File: src/rtl/seq_pkg.sv
// Shared definitions for the serial sequence interface: FSM states and the
// pin/field map used by both the generator and the detector tiles.
package seq_pkg;

  typedef enum logic [1:0] {
    IDLE = 2'd0,
    SEND = 2'd1,
    DONE = 2'd2
  } seq_state_e;

  localparam int BIT_CYCLES_DEFAULT = 4;

  // uio_in control fields
  localparam int LEN_LSB    = 0;
  localparam int LEN_W      = 3;
  localparam int START_BIT  = 3;
  localparam int REPEAT_BIT = 4;

  // uo_out pins
  localparam int SDATA_BIT  = 0;
  localparam int STROBE_BIT = 1;
  localparam int FRAME_BIT  = 2;
  localparam int IDX_LSB    = 4;
  localparam int IDX_W      = 4;

  // uio_out pins
  localparam int BUSY_BIT   = 7;
  localparam int DONE_BIT   = 6;

  localparam logic [7:0] UIO_OE_VALUE = 8'hC0;

endpackage

File: src/rtl/seq_bit_timer.sv
// Per-bit period counter: counts 0..BIT_CYCLES-1 while running and wraps,
// flagging the terminal count so the FSM can advance to the next bit.
module seq_bit_timer #(
  parameter int BIT_CYCLES = 4,
  parameter int CW         = $clog2(BIT_CYCLES) + 1
) (
  input  logic          clk,
  input  logic          rst_n,
  input  logic          ena,
  input  logic          clear,
  input  logic          run,
  output logic [CW-1:0] count,
  output logic          tc
);

  assign tc = (count == CW'(BIT_CYCLES - 1));

  // NOTE: sequential state uses non-blocking assignments so every flop samples
  // the pre-edge values; ena gates the whole update so a disabled cycle freezes.
  always_ff @(posedge clk or negedge rst_n) begin
    if (!rst_n) begin
      count <= '0;
    end else if (ena) begin
      if (clear)
        count <= '0;
      else if (run)
        count <= tc ? '0 : count + CW'(1);
    end
  end

endmodule

File: src/rtl/tt_um_3515_sequence_generator.sv
// Serial bit-pattern transmitter: captures a 1-8 bit pattern on a start rise and
// shifts it out MSB-first, BIT_CYCLES clocks per bit, optionally repeating.
module tt_um_3515_sequence_generator
  import seq_pkg::*;
#(
  parameter int BIT_CYCLES = BIT_CYCLES_DEFAULT
) (
  input  logic [7:0] ui_in,
  output logic [7:0] uo_out,
  input  logic [7:0] uio_in,
  output logic [7:0] uio_out,
  output logic [7:0] uio_oe,
  input  logic       ena,
  input  logic       clk,
  input  logic       rst_n
);

  localparam int CW = $clog2(BIT_CYCLES) + 1;

  seq_state_e         state_q, state_d;
  logic [LEN_W-1:0]   idx_q, idx_d;
  logic [LEN_W-1:0]   len_q, len_d;
  logic [7:0]         pat_q, pat_d;
  logic               start_q;
  logic               rise;
  logic               timer_clear, timer_run;
  logic [CW-1:0]      count;
  logic               tc;
  logic               in_send;
  logic               unused_bits;

  assign unused_bits = ^uio_in[7:5];
  assign rise        = uio_in[START_BIT] & ~start_q;

  seq_bit_timer #(
    .BIT_CYCLES (BIT_CYCLES),
    .CW         (CW)
  ) u_timer (
    .clk   (clk),
    .rst_n (rst_n),
    .ena   (ena),
    .clear (timer_clear),
    .run   (timer_run),
    .count (count),
    .tc    (tc)
  );

  // NOTE: every signal driven here gets a default first, so no path through
  // the case leaves one unassigned and no latch is inferred.
  always_comb begin
    state_d     = state_q;
    idx_d       = idx_q;
    len_d       = len_q;
    pat_d       = pat_q;
    timer_clear = 1'b0;
    timer_run   = 1'b0;
    case (state_q)
      IDLE: begin
        if (rise) begin
          pat_d       = ui_in;
          len_d       = uio_in[LEN_LSB +: LEN_W];
          idx_d       = uio_in[LEN_LSB +: LEN_W];
          timer_clear = 1'b1;
          state_d     = SEND;
        end
      end
      SEND: begin
        timer_run = 1'b1;
        if (tc) begin
          if (idx_q != '0)
            idx_d = idx_q - 1'b1;
          else if (uio_in[REPEAT_BIT])
            idx_d = len_q;  // timer wraps to 0, so the next frame starts with no gap
          else
            state_d = DONE;
        end
      end
      DONE:    state_d = IDLE;
      default: state_d = IDLE;
    endcase
  end

  always_ff @(posedge clk or negedge rst_n) begin
    if (!rst_n) begin
      state_q <= IDLE;
      idx_q   <= '0;
      len_q   <= '0;
      pat_q   <= '0;
      start_q <= 1'b0;
    end else if (ena) begin
      state_q <= state_d;
      idx_q   <= idx_d;
      len_q   <= len_d;
      pat_q   <= pat_d;
      start_q <= uio_in[START_BIT];
    end
  end

  // Outputs are decoded only from flops, so inputs never reach a pin combinationally.
  assign in_send = (state_q == SEND);

  always_comb begin
    uo_out                     = '0;
    uo_out[SDATA_BIT]          = in_send & pat_q[idx_q];
    uo_out[STROBE_BIT]         = in_send & (count == '0);
    uo_out[FRAME_BIT]          = in_send;
    uo_out[IDX_LSB +: IDX_W]   = {1'b0, idx_q};
    uio_out                    = '0;
    uio_out[BUSY_BIT]          = (state_q != IDLE);
    uio_out[DONE_BIT]          = (state_q == DONE);
  end

  assign uio_oe = UIO_OE_VALUE;

endmodule

File: config.mk
export PLATFORM = sky130hd
export DESIGN_NAME = tt_um_3515_sequence_generator
export DESIGN_NICKNAME = d
export VERILOG_FILES = /design/src/rtl/seq_pkg.sv /design/src/rtl/seq_bit_timer.sv /design/src/rtl/tt_um_3515_sequence_generator.sv
export SDC_FILE = /design/constraint.sdc
export NUM_CORES = 1
export LEC_CHECK = 0
export ABC_CLOCK_PERIOD_IN_PS = 2000
export BUFFER_PORTS_ARGS = -buffer_cell sky130_fd_sc_hd__buf_4
export CAP_MARGIN = 20
export CORE_MARGIN = 2
export CORE_UTILIZATION = 45
export CTS_CLUSTER_SIZE = 40
export DETAILED_ROUTE_END_ITERATION = 10
export PLACE_DENSITY = 0.75
export SLEW_MARGIN = 20
export SYNTH_ARGS = -nofsm -noshare
export SYNTH_HDL_FRONTEND = slang
export SYNTH_SLANG_ARGS = --single-unit
File: constraint.sdc
create_clock -name clk -period 2 [get_ports clk]
set_input_delay 0.2 -clock clk [delete_from_list [all_inputs] [get_ports clk]]
set_output_delay 0.2 -clock clk [all_outputs]
set_load 0.03 [all_outputs]
==> results.txt, run 1 <==
----------------------------------------------------
[Detailed routing]
  Pre-antenna DRT Iters ... 4
  Vias post-DR ... 828
  DRC violation count after routing ... 0
  DRT iter0 DRCs ... 6
  Via density ... 4.99
  Remaining antenna violation count after routing ... 0
  Post-detailed-routing wire length ... 2.15 mm
  Routed length per placed instance ... 12.9 um

[Synthesis]
  Count of yosys warnings during synthesis ... 0
  Gate Count Post-Synth ... 113
  Leading post-synthesis cells by cell area ... sky130_fd_sc_hd__dfrtp_1 42%, sky130_fd_sc_hd__mux2_2 14%, sky130_fd_sc_hd__buf_4 11%
  Seq cells post-synth ... 20
  Area of the mapped netlist ... 1200 um2
  Portion of the post-synthesis area used by sequential elements ... 41.8%
  Most numerous cell in the Yosys netlist ... sky130_fd_sc_hd__dfrtp_1
  Avg Cell Area, Syn ... 10.6 um2
  Top flip-flop cell by instance count after synthesis ... sky130_fd_sc_hd__dfrtp_1
  Number of synthesized flops with an enable pin ... 0
  Dominant cell type by area after synthesis ... sky130_fd_sc_hd__dfrtp_1
  Count of cell types in the netlist ... 30
  Ranking of synthesized cells by instance count ... 20 x sky130_fd_sc_hd__dfrtp_1, 18 x sky130_fd_sc_hd__buf_4, 15 x sky130_fd_sc_hd__mux2_2, 8 x sky130_fd_sc_hd__inv_1
  Area share of the leading cell type in the synthesized netlist ... 41.8%
  Share of async-settable or async-resettable flops after synthesis ... 100%

[CTS]
  Post-CTS Setup Bufs ... 0
  TritonCTS clock tree ... built
  Total clock sinks ... 20
  Clock latency at the later pin of the worst-skew pair ... 0.31 ns
  Clock root buffer master ... sky130_fd_sc_hd__clkbuf_4
  Reg clk slew, reported paths ... 0.12 ns
  Worst-case clock buffer depth ... 2
  Number of clock buffers inserted by TritonCTS ... 3
  Deepest level of the CTS H-tree ... 1

[Setup path]
  Required time reported for the critical path endpoint ... 1.80 ns
  Path depth of the worst reg2reg path ... 6
  Worst path arrival time ... 1.71 ns
  Type of the setup path with the least slack ... register to primary output
  Worst-path fanout max ... 6
  Crit. End Element ... primary output
  Setup crit start kind ... register

[Global route]
  Global-route wire length before repair ... 3.44 mm
  Total gr overflow ... 0
  Vias in the first global route ... 809
  Overall fraction of global-route tracks in use ... 14.1%
  Maximum number of pins on one net before global-route repair ... 21
  Antenna violations before repair ... 0

[Min path]
  Type of the tightest min-delay check ... primary input to register
  Min-Delay Path Depth ... 2

[Timing]
  Max Fclk ... 524 MHz
  Count of pins over their slew limit ... 0
  Final setup viols ... 0
  Final cycle utilization of the critical path ... 95.5%
  Worst setup skew after layout ... 0.00411 ns
  Final critical path time including I/O delays and setup ... 1.91 ns
  Setup repair after global routing missed its margin ... false
  Setup TNS after final layout ... 0 ns
  Number of hold violations in the final report ... 0

[Power]
  Final Power ... 1.93 mW
  Leakage ... 0.678 nW
  Worst-case vdd ir drop ... 1110 uV
  Ratio of total power to cell area ... 1390 nW/um2

[Floorplanning]
  Top Ports ... 43
  Total number of placement rows ... 18
  Die X ... 55.6 um
  Die height ... 55.6 um
  Initial core utilization ... 47.8%
  Placeable core area ... 2500 um2
  Die footprint ... 3090 um2

[Placement]
  Global placer's final weighted congestion ... 0.754
  Detailed placement HPWL ... 1.63 mm
  Count of buffers from port buffering ... 23

[Cells and area]
  Post-synthesis to final-layout area growth ... 16.1%
  Share of final-layout standard cells stronger than drive strength 1 ... 33.8%
  Antenna diode count ... 0
  Number of nets at the end of the flow ... 160

[Status]
  Status ... complete, no violations

[Run]
  # Max-Cap Violations ... 0

----------------------------------------------------
[flip-flops by register name, summed over array words and instances, names as in the netlist]
name	count
idx_q	3
len_q	3
pat_q	8
start_q	1
state_q	2
u_timer.count	3
[critical path: stages, from the launching register on]
cell,delay (ns)
sky130_fd_sc_hd__dfrtp_1,0.38
sky130_fd_sc_hd__buf_6,0.13
sky130_fd_sc_hd__mux4_2,0.50
sky130_fd_sc_hd__mux2i_1,0.14
sky130_fd_sc_hd__nor2_1,0.06
sky130_fd_sc_hd__buf_4,0.18
[metrics by stage]
stage | hold slack (ns) | area [um2] | cells | util, % | setup WS, ns
2_1_floorplan | -0.0956 | 1250 | 127 | - | 0.124
4_1_cts | 0.101 | 1390 | 166 | 55.4 | 0.0622
3_5_place_dp | 0.0944 | 1320 | 161 | 52.9 | 0.175
6_report | 0.114 | 1390 | 166 | 55.6 | 0.0901
3_3_place_gp | 0.0907 | 1320 | 161 | 52.9 | 0.225
5_1_grt | 0.0964 | 1390 | 166 | 55.6 | 0.00517
[report_power, final]
group	switching [mW]	internal (mW)	total (mW)
registers	0.123	0.563	0.685
clock network	0.134	0.203	0.337
logic	0.459	0.448	0.907
total	0.716	1.21	1.93
[cell type report]
| cell class | instances | area (um2) |
|---|---|---|
| Clock inverter | 1 | 30.0 |
| Sequential cell | 20 | 500 |
| Timing Repair Buffer | 25 | 194 |
| Inverter | 8 | 30.0 |
| Multi-Input combinational cell | 79 | 574 |
| Fill cell | 226 | 1110 |
| Tap cell | 30 | 37.5 |
| Clock buffer | 3 | 22.5 |
[repair_timing]
action                                 in CTS  in global routing
endpoints found under the hold margin      20                  0
setup endpoints to repair                   0                  1
hold buffers                                1                  0
resized for setup                           0                  1
[logic make-up after synthesis]
logic type / share of synthesized area [%]
adders and majority gates: 4.18
and+or+nand+nor: 11.3
DFF: 41.8
buffers and inverters: 14.5
AOI/OAI and AO/OA: 8.79
other: 0.628
muxes: 18.7
[cells in the final DEF, fill, tap and decap left out, drive strengths merged, types with 2 or more instances in the layout]
master / n
o22ai: 2
clkbuf: 3
a31oi: 2
mux4: 2
inv: 8
nor2b: 3
dfrtp: 20
o21ai: 4
nand2: 6
mux2: 15
nand2b: 2
nor2: 6
or3: 2
ha: 4
a21oi: 2
buf: 24
conb: 16
nor3b: 2
or3b: 2
[worst paths after layout]
check                                startpoint                      to  slack, ns
setup / recovery           idx_q[0]$_DFFE_PN0P_               uo_out[0]       0.09
hold / removal                         ui_in[4]    pat_q[4]$_DFFE_PN0P_       0.11
setup reg to reg           idx_q[1]$_DFFE_PN0P_    idx_q[1]$_DFFE_PN0P_       0.18
hold reg to reg            pat_q[2]$_DFFE_PN0P_    pat_q[2]$_DFFE_PN0P_       0.51
max in group asynchronous                 rst_n    pat_q[7]$_DFFE_PN0P_       1.50
min in group asynchronous                 rst_n  state_q[0]$_DFFE_PN0P_       0.29
[layer usage]
layer	track usage (%)	wire (um)	vias up
met3	5.62	154	2
met5	0	0	-
met4	3.14	9	0
li1	-	-	401
met2	25.5	1060	33
met1	15.2	922	392
No activity file was read; power rests on OpenSTA's default activity.
==> inputs of run 2 (changes only) <==
ABC_CLOCK_PERIOD_IN_PS = 2240   (was 2000)
clock period = 2.24 ns   (was 2 ns; I/O delays follow)
==> run 2 against run 1 <==
- clock power is 12% lower
- non-clock buffer count is 1 lower
- critical path depth is 1 lower
- sequential share of layout area is 0.29 points higher
- register-to-register slack better by 0.18 ns
- core utilization is 0.45 points lower
==> results.txt, run 2 (synthesized netlist as in run 1, its figures left out) <==
----------------------------------------------------
[Status]
  Status ... complete, no violations

[CTS]
  Total clock sinks ... 20
  Post-cts resize count ... 0
  Clock latency at the later pin of the worst-skew pair ... 0.30 ns
  Number of buffers inserted by hold repair at cts ... 1
  Reg clk slew, reported paths ... 0.12 ns
  Post-CTS Setup Bufs ... 0
  Deepest level of the CTS H-tree ... 1
  Clock root buffer master ... sky130_fd_sc_hd__clkbuf_4
  TritonCTS clock tree ... built
  Worst-case clock buffer depth ... 2
  Number of clock buffers inserted by TritonCTS ... 3

[Setup path]
  Worst path bufs/invs ... 1
  Required time reported for the critical path endpoint ... 2.02 ns
  Largest stage delay on the critical path ... 0.55 ns
  Setup crit start kind ... register
  Worst path arrival time ... 1.76 ns
  Worst setup startpoint ... idx_q[0]$_DFFE_PN0P_
  Crit. End Element ... primary output
  Critical register-to-register path endpoint ... idx_q[2]$_DFFE_PN0P_
  Worst-path fanout max ... 7
  Type of the setup path with the least slack ... register to primary output
  Cell type of the slowest stage on the worst timing path ... sky130_fd_sc_hd__mux4_2
  Path depth of the worst reg2reg path ... 6
  Category of cells accounting for the largest share of critical-path delay ... multiplexers
  Worst reg-to-reg setup slack ... 0.36 ns
  Ordered list of cells on the worst path ... mux4_2 > mux2i_1 > nor2_1 > buf_4
  Origin of the critical flop-to-flop path ... idx_q[0]$_DFFE_PN0P_
  Worst path depth ... 4

[Detailed routing]
  Pre-antenna DRT Iters ... 4
  Post-detailed-routing wire length ... 2.07 mm
  Routed length per placed instance ... 12.5 um
  DRT iter0 DRCs ... 15
  Vias post-DR ... 827
  DRC violation count after routing ... 0
  Remaining antenna violation count after routing ... 0
  Via density ... 5.01

[Timing]
  Max Fclk ... 504 MHz
  Final cycle utilization of the critical path ... 88.5%
  Worst setup skew after layout ... 0.00271 ns
  Number of hold violations in the final report ... 0
  Worst Slack Setup Final ... 0.257 ns
  Count of pins over their slew limit ... 0
  Final setup viols ... 0
  Setup TNS after final layout ... 0 ns
  Final critical path time including I/O delays and setup ... 1.98 ns
  Setup repair after global routing missed its margin ... false
  Worst-case hold slack ... 0.138 ns

[Floorplanning]
  Die height ... 55.6 um
  Die X ... 55.6 um
  Initial core utilization ... 47.8%
  Total number of placement rows ... 18
  Die footprint ... 3090 um2
  Top Ports ... 43
  Placeable core area ... 2500 um2

[Cells and area]
  Post-synthesis to final-layout area growth ... 15.2%
  Multi-input gate area in the final layout ... 574 um2
  Number of flip-flops in the largest register ... 8
  Number of nets at the end of the flow ... 159
  Antenna diode count ... 0
  Fill count ... 221
  Most flops, register ... pat_q
  Commonest cells after routing, fill and taps aside ... 23 x sky130_fd_sc_hd__buf_4, 20 x sky130_fd_sc_hd__dfrtp_1, 16 x sky130_fd_sc_hd__conb_1
  Share of final-layout standard cells stronger than drive strength 1 ... 33.3%
  Leading cell type in the layout, fill and taps excluded ... sky130_fd_sc_hd__buf_4
  Register cell area after layout ... 500 um2
  Count of placed standard cells in the final layout, fillers left out ... 165

[Power]
  Leakage ... 0.672 nW
  Ratio of total power to cell area ... 1230 nW/um2
  Final Power ... 1.69 mW
  Worst-case vdd ir drop ... 1060 uV

[Placement]
  Global placer's final weighted congestion ... 0.750
  Setup Slack @ Placement ... 0.353 ns
  Detailed placement HPWL ... 1.58 mm
  Placed Cells incl. Taps ... 160
  Count of buffers from port buffering ... 23

[Min path]
  Worst Min Path Start ... ui_in[2]
  Type of the tightest min-delay check ... primary input to register
  Min-Delay Path Depth ... 2
  End of the worst hold path ... pat_q[2]$_DFFE_PN0P_

[Global route]
  Global-route wire length before repair ... 3.37 mm
  Overall fraction of global-route tracks in use ... 14.0%
  Maximum number of pins on one net before global-route repair ... 21
  Total gr overflow ... 0
  Vias in the first global route ... 798
  Antenna violations before repair ... 0

[Run]
  # Max-Cap Violations ... 0

----------------------------------------------------
## run 2: layout make-up
cell class,count,share of cell area (%)
clock inverter,1,2.18
clock buffer,3,1.63
sequential,20,36.3
tap,30,2.72
multi-input combinational,79,41.7
timing repair buffer,24,13.3
inverter,8,2.18
## run 2: worst register-to-register path, stage by stage, from the launching register on
cell and delay [ns]:
sky130_fd_sc_hd__dfrtp_1 0.53, sky130_fd_sc_hd__inv_1 0.11, sky130_fd_sc_hd__ha_1 0.24, sky130_fd_sc_hd__or3b_1 0.16
sky130_fd_sc_hd__a31oi_1 0.09, sky130_fd_sc_hd__nor2_1 0.28, sky130_fd_sc_hd__mux2_2 0.37
## run 2: per-layer routing
layer / wire length, um / track usage [%] / vias to the layer above
met2: 991 / 23.8 / 33
met4: 10 / 3.48 / 0
met5: 0 / 0 / -
li1: - / - / 395
met3: 161 / 5.85 / 2
met1: 907 / 16.3 / 397
## run 2: worst max-delay path by stage
| stage | end | slack (ns) |
|---|---|---|
| 2_1_floorplan | idx_q[1]$_DFFE_PN0P_ | 0.36 |
| 3_3_place_gp | idx_q[1]$_DFFE_PN0P_ | 0.40 |
| 3_5_place_dp | idx_q[1]$_DFFE_PN0P_ | 0.35 |
| 4_1_cts | uo_out[0] | 0.23 |
| 5_1_grt | uo_out[0] | 0.14 |
| 6_report | uo_out[0] | 0.26 |
## run 2: per-stage QoR
stage               cell area, um2  utilization, %
detailed placement            1320            52.6
global placement              1320            52.6
CTS                           1380            55.1
finish                        1380            55.1
global route                  1380            55.1
floorplan                     1250               -
## run 2: report_power, final
part	switching, mW	total [mW]	internal, mW
sequential	0.126	0.628	0.502
combinational	0.383	0.764	0.381
clock	0.116	0.297	0.181
total	0.625	1.69	1.06
==> inputs of run 3 (changes only) <==
CORE_UTILIZATION = 52   (was 45)
PLACE_DENSITY = 0.85   (was 0.75)
==> run 3 against run 2 <==
- clock skew increased by 0.00080 ns
- worst setup slack improved by 0.021 ns
- first-iteration DRC count decreased by 33%
- combinational power about the same
- design area decreased by 1.4%
- register-to-register slack got worse by 0.03 ns
- critical path depth unchanged
- hold slack improved by 0.0012 ns
- largest cell class unchanged
- die area decreased by 13%
==> results.txt, run 3 (synthesized netlist as in run 1, its figures left out) <==
----------------------------------------------------
[CTS]
  Reg clk slew, reported paths ... 0.11 ns
  Number of clock buffers inserted by TritonCTS ... 3
  Post-cts resize count ... 0
  Total clock sinks ... 20
  Post-CTS Setup Bufs ... 0
  Worst-case clock buffer depth ... 2
  Deepest level of the CTS H-tree ... 1
  Number of buffers inserted by hold repair at cts ... 1
  Clock latency at the later pin of the worst-skew pair ... 0.30 ns
  TritonCTS clock tree ... built
  Clock root buffer master ... sky130_fd_sc_hd__clkbuf_4

[Floorplanning]
  Total number of placement rows ... 17
  Top Ports ... 43
  Die height ... 52.0 um
  Die X ... 52.0 um
  Initial core utilization ... 54.6%
  Die footprint ... 2700 um2
  Placeable core area ... 2190 um2

[Timing]
  Setup TNS after final layout ... 0 ns
  Setup repair after global routing missed its margin ... false
  Final setup viols ... 0
  Number of hold violations in the final report ... 0
  Final cycle utilization of the critical path ... 87.6%
  Worst setup skew after layout ... 0.00351 ns
  Final critical path time including I/O delays and setup ... 1.96 ns
  Count of pins over their slew limit ... 0
  Max Fclk ... 510 MHz
  Worst-case hold slack ... 0.140 ns

[Placement]
  Global placer's final weighted congestion ... 0.785
  Count of buffers from port buffering ... 23
  Total placed instance area ... 1310 um2
  Detailed placement HPWL ... 1.59 mm

[Cells and area]
  Most flops, register ... pat_q
  Commonest cells after routing, fill and taps aside ... 23 x sky130_fd_sc_hd__buf_4, 20 x sky130_fd_sc_hd__dfrtp_1, 16 x sky130_fd_sc_hd__conb_1
  Number of nets at the end of the flow ... 159
  Total non-filler cell area in the finished layout ... 1360 um2
  Number of flip-flops in the largest register ... 8
  Post-synthesis to final-layout area growth ... 13.6%
  Leading cell type in the layout, fill and taps excluded ... sky130_fd_sc_hd__buf_4
  Antenna diode count ... 0
  Share of final-layout standard cells stronger than drive strength 1 ... 33.3%

[Global route]
  Global-route wire length before repair ... 3.55 mm
  Vias in the first global route ... 890
  Maximum number of pins on one net before global-route repair ... 21
  Antenna violations before repair ... 0
  Overall fraction of global-route tracks in use ... 17.8%
  Total gr overflow ... 0

[Setup path]
  Worst path arrival time ... 1.74 ns
  Worst setup startpoint ... idx_q[0]$_DFFE_PN0P_
  Crit. End Element ... primary output
  Worst-path fanout max ... 7
  Setup crit start kind ... register
  Cell type of the slowest stage on the worst timing path ... sky130_fd_sc_hd__mux4_2
  Path depth of the worst reg2reg path ... 6
  Origin of the critical flop-to-flop path ... idx_q[0]$_DFFE_PN0P_
  Ordered list of cells on the worst path ... mux4_2 > mux2i_1 > nor2_1 > buf_4
  Largest stage delay on the critical path ... 0.54 ns
  Required time reported for the critical path endpoint ... 2.02 ns
  Type of the setup path with the least slack ... register to primary output

[Detailed routing]
  Remaining antenna violation count after routing ... 0
  Vias post-DR ... 836
  Post-detailed-routing wire length ... 2.03 mm
  DRC violation count after routing ... 0
  DRT iter0 DRCs ... 10
  Via density ... 5.13
  Pre-antenna DRT Iters ... 4
  Routed length per placed instance ... 12.5 um

[Power]
  Proportion of total power due to net switching ... 38.5%
  Combinational cell fraction of total power ... 47.7%
  Final Power ... 1.60 mW
  Worst-case vdd ir drop ... 641 uV
  Clock network fraction of design power ... 13.3%
  Leakage ... 0.665 nW
  Ratio of total power to cell area ... 1170 nW/um2
  Cell internal power dissipation ... 981 uW
  Proportion of power drawn by flip-flops and latches ... 39.0%
  Power spent charging and discharging nets ... 614 uW

[Min path]
  Type of the tightest min-delay check ... primary input to register
  Worst Min Path Start ... ui_in[3]
  Min-Delay Path Depth ... 2

[Run]
  # Max-Cap Violations ... 0

[Status]
  Status ... complete, no violations

----------------------------------------------------
-- run 3: cell types whose count changed in the layout (fill, tap and decap cells not counted), sizes merged --
| cell | delta |
|---|---|
| clkbuf | +1 |
| bufinv | -1 |
-- run 3: path summary, 6_finish.rpt --
check                                              end  slack [ns]
worst max-delay path                         uo_out[0]        0.28
worst min-delay path              pat_q[3]$_DFFE_PN0P_        0.14
worst max register to register    idx_q[2]$_DFFE_PN0P_        0.33
worst min register to register    pat_q[7]$_DFFE_PN0P_        0.51
max in group asynchronous         pat_q[7]$_DFFE_PN0P_        1.72
min in group asynchronous       state_q[0]$_DFFE_PN0P_        0.32
-- run 3: through the flow --
stage               utilization, %  setup WS, ns  cells
floorplan                        -         0.364    127
global placement              59.9         0.401    158
detailed placement            59.9         0.353    158
CTS                           62.0         0.247    163
global route                  62.0         0.168    163
finish                        62.0         0.278    163
-- run 3: critical path, delay by kind of cell (launching register included) --
family	cells	cell delay, ns
buf+inv	1	0.18
flops	1	0.52
mux	2	0.68
simple gates	1	0.05
-- run 3: area by class of cell --
class	count	area, um2
inverter	8	30.0
clock buffer	4	36.3
fill	189	832
tap	28	35.0
multi-input combinational	79	574
timing repair buffer	24	183
sequential	20	500
-- run 3: power by group through the flow --
stage	registers [mW]	logic (mW)	clock network, mW
2_1_floorplan	0.648	0.556	0
3_3_place_gp	0.623	0.745	0
3_5_place_dp	0.636	0.767	0
4_1_cts	0.629	0.772	0.216
5_1_grt	0.649	0.837	0.232
6_report	0.622	0.762	0.212
-- run 3: per-layer routing --
metal  wire length, um  global-route usage (%)
met4                30                    7.89
met1               826                    21.3
met3               123                    3.45
met5                 0                       0
met2              1050                    30.6
